`src/rtl/dec_entry_to_bin_pkg.sv`:
```
// Shared definitions for the decimal-entry accumulator and its helpers.
// Used by dec_entry_to_bin and mul10_add.
package dec_entry_to_bin_pkg;

  typedef enum logic [1:0] {
    EMPTY = 2'd0,
    ENTRY = 2'd1,
    HOLD  = 2'd2
  } dec_state_e;

  localparam int unsigned      DEC_DIG_W       = 4;
  localparam logic [DEC_DIG_W-1:0] DEC_MAX_DIGIT = 4'd9;
  localparam int unsigned      DEC_MAXVAL_DFLT = 99;

  function automatic logic dec_digit_ok(input logic [DEC_DIG_W-1:0] d);
    return d <= DEC_MAX_DIGIT;
  endfunction

endpackage

```
`src/rtl/dec_entry_to_bin_mul10_add.sv`:
```
// Combinational cur*10 + dig, built from shifts, at full BW+4 width so the
// caller can range-check before truncating.
module mul10_add
  import dec_entry_to_bin_pkg::*;
#(
  parameter int unsigned BW = 7
) (
  input  logic [BW-1:0]        cur,
  input  logic [DEC_DIG_W-1:0] dig,
  output logic [BW+3:0]        res
);

  logic [BW+3:0] cur_w;
  logic [BW+3:0] dig_w;

  always_comb begin
    cur_w = (BW+4)'(cur);
    dig_w = (BW+4)'(dig);
    res   = (cur_w << 3) + (cur_w << 1) + dig_w;
  end

endmodule

```
`src/rtl/dec_entry_to_bin.sv`:
```
// Sequential BCD digit entry (MSD first) to binary, with valid/ready commit.
// Build option: define DEC_ENTRY_SAT_EN to saturate at MAXVAL instead of rejecting.
module dec_entry_to_bin
  import dec_entry_to_bin_pkg::*;
#(
  parameter int unsigned NDIG   = 2,
  parameter int unsigned BW     = 7,
  parameter int unsigned MAXVAL = DEC_MAXVAL_DFLT
) (
  input  logic                 CLK,
  input  logic                 RST,
  input  logic                 DIG_VALID,
  input  logic [DEC_DIG_W-1:0] DIG,
  input  logic                 CLR,
  input  logic                 ENTER,
  output logic [BW-1:0]        CUR,
  output logic [1:0]           NCNT,
  output logic                 OUT_VALID,
  input  logic                 OUT_READY,
  output logic [BW-1:0]        BIN,
  output logic                 ERR
);

  localparam logic [1:0]    NDIG_C = 2'(NDIG);
  localparam logic [BW+3:0] MAXV_W = (BW+4)'(MAXVAL);
  localparam logic [BW-1:0] MAXV_B = BW'(MAXVAL);

  dec_state_e    state, state_nx;
  logic [BW-1:0] cur_nx, bin_nx;
  logic [1:0]    ncnt_nx;
  logic          ov_nx, err_nx;
  logic [BW+3:0] prod;
  logic          digit_ok;

  mul10_add #(.BW(BW)) u_mul10_add (
    .cur (CUR),
    .dig (DIG),
    .res (prod)
  );

  always_ff @(posedge CLK or negedge RST) begin
    if (!RST) begin
      state     <= EMPTY;
      CUR       <= '0;
      NCNT      <= '0;
      BIN       <= '0;
      OUT_VALID <= 1'b0;
      ERR       <= 1'b0;
    end else begin
      state     <= state_nx;
      CUR       <= cur_nx;
      NCNT      <= ncnt_nx;
      BIN       <= bin_nx;
      OUT_VALID <= ov_nx;
      ERR       <= err_nx;
    end
  end

  always_comb begin
    state_nx = state;
    cur_nx   = CUR;
    ncnt_nx  = NCNT;
    bin_nx   = BIN;
    ov_nx    = OUT_VALID;
    err_nx   = 1'b0;
    digit_ok = dec_digit_ok(DIG);

    case (state)
      EMPTY: begin
        if (CLR) begin
          cur_nx  = '0;
          ncnt_nx = '0;
        end else if (ENTER) begin
          err_nx = 1'b1;
        end else if (DIG_VALID) begin
          if (digit_ok) begin
            cur_nx   = BW'(DIG);
            ncnt_nx  = 2'd1;
            state_nx = ENTRY;
          end else begin
            err_nx = 1'b1;
          end
        end
      end

      ENTRY: begin
        if (CLR) begin
          cur_nx   = '0;
          ncnt_nx  = '0;
          state_nx = EMPTY;
        end else if (ENTER) begin
          // a digit arriving with ENTER is dropped silently
          bin_nx   = CUR;
          ov_nx    = 1'b1;
          state_nx = HOLD;
        end else if (DIG_VALID) begin
          if (!digit_ok || NCNT >= NDIG_C) begin
            err_nx = 1'b1;
          end else if (prod > MAXV_W) begin
`ifdef DEC_ENTRY_SAT_EN
            cur_nx  = MAXV_B;
            ncnt_nx = NCNT + 2'd1;
`else
            err_nx = 1'b1;
`endif
          end else begin
            cur_nx  = prod[BW-1:0];
            ncnt_nx = NCNT + 2'd1;
          end
        end
      end

      HOLD: begin
        if (OUT_VALID && OUT_READY) begin
          ov_nx    = 1'b0;
          cur_nx   = '0;
          ncnt_nx  = '0;
          state_nx = EMPTY;
        end
      end

      default: begin
        state_nx = EMPTY;
      end
    endcase
  end

endmodule

```
`config.mk`:
```
export PLATFORM = sky130hd
export DESIGN_NAME = dec_entry_to_bin
export DESIGN_NICKNAME = d
export VERILOG_FILES = /design/src/rtl/dec_entry_to_bin_pkg.sv /design/src/rtl/dec_entry_to_bin_mul10_add.sv /design/src/rtl/dec_entry_to_bin.sv
export SDC_FILE = /design/constraint.sdc
export NUM_CORES = 1
export LEC_CHECK = 0
export CORE_MARGIN = 3
export CORE_UTILIZATION = 50
export CTS_CLUSTER_SIZE = 12
export DETAILED_ROUTE_END_ITERATION = 12
export GPL_ROUTABILITY_DRIVEN = 1
export PLACE_DENSITY_LB_ADDON = 0.12
export SETUP_SLACK_MARGIN = 0.02
export SYNTH_ARGS = -nofsm -noshare
export SYNTH_HDL_FRONTEND = slang
export SYNTH_SLANG_ARGS = --single-unit
```
`constraint.sdc`:
```
create_clock -name CLK -period 3.35 [get_ports CLK]
set_input_delay 0.67 -clock CLK [delete_from_list [all_inputs] [get_ports CLK]]
set_output_delay 0.67 -clock CLK [all_outputs]
set_load 0.03 [all_outputs]
```
# --- Word level (Yosys, flattened, before mapping) ---
# Cells that the tools add are included.
word_totals:
  ramBits: 0
  input_bits: 10
  register_bits: 20
  word_cells: 80
  output_inout_bits: 18
  mem_count: 0
  romBits: 0
  latchBits: 0
op_classes:
  muxes: 40
  multipliers: 0
  n_eq_ne: 17
  n_bitwise: 1
  n_reduce_logical: 10
  n_shift: 0
  add_sub_neg: 3
  n_lt_le_gt_ge: 3
  div_mod_pow: 0
ops:
  columns: ["operator", "n"]
  rows:
  - ["two-way mux 7 bit", 10]
  - ["two-way mux 2 bit", 13]
  - ["!= test 3 bit, second input constant", 8]
  - ["one-hot mux 7 bit (3 select lines)", 1]
  - ["!= test 2 bit, second input constant", 7]
  - ["two-way mux 1 bit", 12]
  - ["one-hot mux 2 bit (3 select lines)", 2]
  - ["adder 10 x 8 -> 11 bit", 1]
  - ["adder 11 x 4 -> 11 bit", 1]
  - ["greater-than comparator 11 x 7 -> 1 bit, second input constant", 1]
  - ["AND reduction 9 bit", 1]
  - ["AND reduction 6 bit", 1]
  - ["less-or-equal comparator 4 bit, second input constant", 1]
  - ["one-hot mux 1 bit (2 select lines)", 2]
  - ["AND reduction 4 bit", 1]
  - ["AND reduction 3 bit", 1]
  - ["nonzero test 3 bit", 1]
  - ["adder 2 x 1 -> 2 bit, second input constant", 1]
  - ["equality test 2 x 1 -> 1 bit, second input constant", 1]
  - ["equality test 2 bit, second input constant", 1]
  - ["greater-or-equal comparator 2 bit, second input constant", 1]
  - ["zero test 2 bit", 1]
  - ["nonzero test 2 bit", 1]
  - ["logical AND 1 bit", 1]
  - ["other kinds (3)", 3]

# --- Logic depth before layout (Yosys ltp) ---
depth:
  ltp_word: 9
  mapped_depth: 11
  depth_no_buf: 11

# --- Modules after synthesis ---
# A second synthesis with hierarchy kept.
hier_totals:
  hier_cells: 158
  hier_area_um2: 1537.7
by_module_without_submodules:
  columns: ["module", "cells_each", "area_per_inst_um2", "seq_area_each_um2", "n_inst"]
  rows:
  - ["dec_entry_to_bin", 101, 1102.3, 500.5, 1]
  - ["mul10_add", 57, 435.4, 0.0, 1]

# --- Least setup slack after synthesis ---
# OpenSTA, ideal clock, no wires.
synth_timing:
  path_type: "input to register"
  from: "input DIG[3]"
  to: "register CUR[3]"
  path_buffers: 0
  path_slack_ns: 0.141
  t_required_ns: 3.224
  setup_ns: 0.126
  path_stages: 11
  t_arrival_ns: 3.083
  path_cell_list: "inv_2 -> fa_1 -> inv_1 -> fa_1 -> a21oi_2 -> o21bai_1 -> xor2_1 -> o311ai_2 -> o2111ai_4 -> a21o_1 -> a221o_1"
synth_between:
  elab_chain_cells: 7
  elab_cells_between_ends: 19
  cone_classes: "1 x add/sub; 2 x order compare; 3 x eq/ne; 10 x mux; 3 x reduce/logical"
synth_rtl:
  columns: ["element", "line_no", "text"]
  rows:
  - ["from (decl)", "dec_entry_to_bin.sv:13", "input logic [DEC_DIG_W-1:0] DIG,"]
  - ["parallel branches: the longest is 7 deep, another holds adder 11 x 4 -> 11 bit", null, null]
  - ["to (signal assigned)", "dec_entry_to_bin.sv:51", "CUR <= cur_nx;"]
  - ["to (decl)", "dec_entry_to_bin.sv:16", "output logic [BW-1:0] CUR,"]
# Several ways; the timed one is not identified. The select of a mux whose other input is x is not followed.
# A chain may end at the register's enable or synchronous reset.

# --- Worst setup path in the final report ---
layout_timing:
  from: "input DIG[3]"
  to: "register CUR[6]"
# The elaborated chain is that of the path after synthesis.

==> flow_summary.yaml <==
floorplanning:
  start_util_pct: 55.6
  core_um2: 2610
  ios: 28
  die_h_um: 59.9
  die_w_um: 59.9
  fp-row-count: 18
  dieArea_um2: 3590
logic_synthesis:
  syn_inst: 145
  yosys_warnings: 0
  ys_seq_area_share_pct: 34.5
  ys_ff_latch: 20
  synth_edf_count: 0
  synthesis.nets: 175
  synth_flop_cell: "dfrtp_1"
  synth.avg_cell_area_um2: 10.0
  ys_async_sr_fraction_pct: 100
  yosysUniqueCellTypes: 42
  syn-cell-area_um2: 1450
detailed_routing:
  ant_nets: 0
  drt_iter0_markers: 71
  drt-vias-per-instance: 6.07
  totalWireLength_mm: 3.75
  drc_errors: 0
  vias: 1299
  first_pass_iters: 5
  wl_per_cell_um: 17.5
clock_network:
  cts_tree: "built"
  cts_root_buf: "clkbuf_4"
  clock-sinks: 20
  cts_buffer_depth: 2
  ctsHoldBuffers: 0
  cts.clk_slew.worst_paths_ns: 0.12
  htree_levels: 1
  numCtsBuffers: 3
  insertion_delay_ns: 0.31
timing:
  finalSetupViolations: 0
  whs_ns: 0.497
  tightest_slew_ns: 0.879
  final.period_utilization_pct: 96.8
  slew_viol_final: 0
  final.min_clock_period_ns: 3.24
  rsz0062_at_grt: "yes"
  relSlewSlack_pct: 41.2
  hold_viol_final: 0
  fin_worst_skew_ns: 0.0125
  timing.fmax_mhz: 308
setup_path:
  max_stage_delay_ns: 0.48
  startpoint: "DIG[3]"
  r2r_start: "CUR[2]"
  critical_path.most_common_cell: "inv_2"
  crit_path_start_kind: "input port"
  cp_cell_sequence: "clkdlybuf4s50_1, inv_2, fa_1, inv_2, fa_2, a21oi_2, o21bai_1, xor2_1, o311ai_2, o2111ai_4, a21o_1, buf_6, a32o_1"
  r2r_slack_ns: 0.33
  crit_arrival_ns: 3.44
  endpoint: "CUR[6]"
  reg2reg_to: "CUR[6]"
  end_kind: "flop"
  crit_type: "input port to flop"
  critPathMaxFanout: 5
  required_ns: 3.55
  r2r_cells: 12
  slowest_stage: "fa_1"
power_and_ir_drop:
  p_leak_nw: 0.910
  power_density_nw_per_um2: 943
  power_w: 0.00181
  ir_worst_vdd_uv: 976
worst_hold_path:
  min_path_type: "flop to flop"
finish:
  area_delta_synth_final_pct: 31.9
  antenna_cells: 0
  nets: 215
  fin_area_um2: 1910
  drive_gt1_share_pct: 18.5
  final_util_pct: 73.3
placed_design:
  portBuffers: 27
  place_area_um2: 1830
  post-dp-hpwl_mm: 2.91
  gp_congestion: 0.928
grt:
  antenna_found_initial: 0
  grt_util_all_layers_pct: 22.6
  grt_pass1_wl_mm: 5.97
  gr-total-overflow: 0
  first_global_vias: 1300
  grt_max_degree: 21
outcome:
  status: "complete, no violations"
job:
  drv_cap: 0
[how the worst min path moves through the flow]
stage	from	end	slack, ns	cells after the start
2_1_floorplan	RST	BIN[0]	0.37	0
3_3_place_gp	BIN[0]	BIN[0]	0.47	2
3_5_place_dp	BIN[0]	BIN[0]	0.48	2
4_1_cts	BIN[0]	BIN[0]	0.51	2
5_1_grt	BIN[5]	BIN[5]	0.54	1
6_report	BIN[2]	BIN[2]	0.50	2
[placed cells by master (no fill, tap or decap), types with 2 or more instances in the layout]
cell             count
nor2_1               8
inv_1               11
xor2_1               2
a21oi_1              3
dfrtp_1             20
inv_2                2
clkdlybuf4s50_1     27
a22o_1               6
buf_6                2
nand3_1              6
a21oi_2              3
mux2_2               6
a32o_1               2
nand2_1             12
a21o_1               3
a31oi_1              2
buf_4                9
o21ai_0              6
xnor2_1              3
ha_1                18
clkbuf_4             3
o31ai_1              2
nand3b_1             2
or3_1                2
nor2b_1              2
[layout make-up]
type                       instances  area, um2
clock buffer                       3       22.5
inverter                          13       48.8
fill                             198        698
timing repair buffer              38        360
multi-input combinational        109        915
sequential                        20        500
tap                               30       37.5
clock inverter                     1       30.0
[cell usage after synthesis, types with 2 or more instances]
master,number,area (um2)
nor2b_1,2,12.5
a31oi_1,2,12.5
a21oi_1,3,15.0
a22o_1,6,52.6
xor2_1,2,17.5
xnor2_1,3,26.3
clkbuf_1,2,7.51
nand3b_1,2,15.0
a32o_1,2,20.0
nand2_1,12,45.0
fa_1,2,40.0
o21ai_0,6,30.0
or3_1,2,12.5
nor3_1,2,10.0
nor2_1,8,30.0
a21oi_2,3,26.3
inv_1,12,45.0
o31ai_1,2,15.0
dfrtp_1,20,500
ha_1,18,225
a21o_1,3,22.5
mux2_2,6,67.6
nand3_1,6,30.0
[stage by stage]
| stage | TNS [ns] | instances | worst slack (ns) |
|---|---|---|---|
| floorplan | 0 | 145 | 0.141 |
| global placement | -2.96 | 210 | -0.324 |
| detailed placement | -3.75 | 210 | -0.455 |
| CTS | 0 | 214 | 0.0223 |
| global route | 0 | 214 | 0.0164 |
| finish | 0 | 214 | 0.107 |
[cell families after synthesis]
family | count (synthesis) | synth area share [%]
and+or+nand+nor | 40 | 13.7
AOI/OAI and AO/OA | 38 | 21.7
adders and majority gates | 20 | 18.3
DFF | 20 | 34.5
buffers and inverters | 16 | 4.14
muxes | 6 | 4.65
xor gates and xnor gates | 5 | 3.02
[flip-flops by register name, indices dropped and copies added, names as in the netlist]
name and flops:
BIN 7, CUR 7, ERR 1, NCNT 2
OUT_VALID 1, state 2
[metal layers]
layer	share of wire (%)	vias to the layer above	GRT usage [%]
met3	5.5	14	4.10
met2	49	56	38.1
met4	2.5	0	6.96
met1	43	619	29.0
met5	0	-	0
li1	-	610	-
[repair_timing]
action / 4_1_cts / 5_1_grt
gates resized for setup: 3 / 5
setup buffers: 0 / 0
pin swaps: 4 / 10
setup endpoints to repair: 9 / 9
[critical path, delay by kind of cell]
kind,cells,cell delay [ns]
AOI/OAI and AO/OA,6,1.04
adders and majority gates,2,0.86
buffers and inverters,4,0.70
xor gates and xnor gates,1,0.16
[where the power goes]
| group | switching [W] | internal, W | leakage [nW] |
|---|---|---|---|
| Clock | 0.0000749 | 0.000121 | 0.0279 |
| Sequential | 0.0000746 | 0.000321 | 0.265 |
| Combinational | 0.000672 | 0.000542 | 0.617 |
| Total | 0.000822 | 0.000984 | 0.910 |
Note: power is estimated with default switching activity, not from simulation.
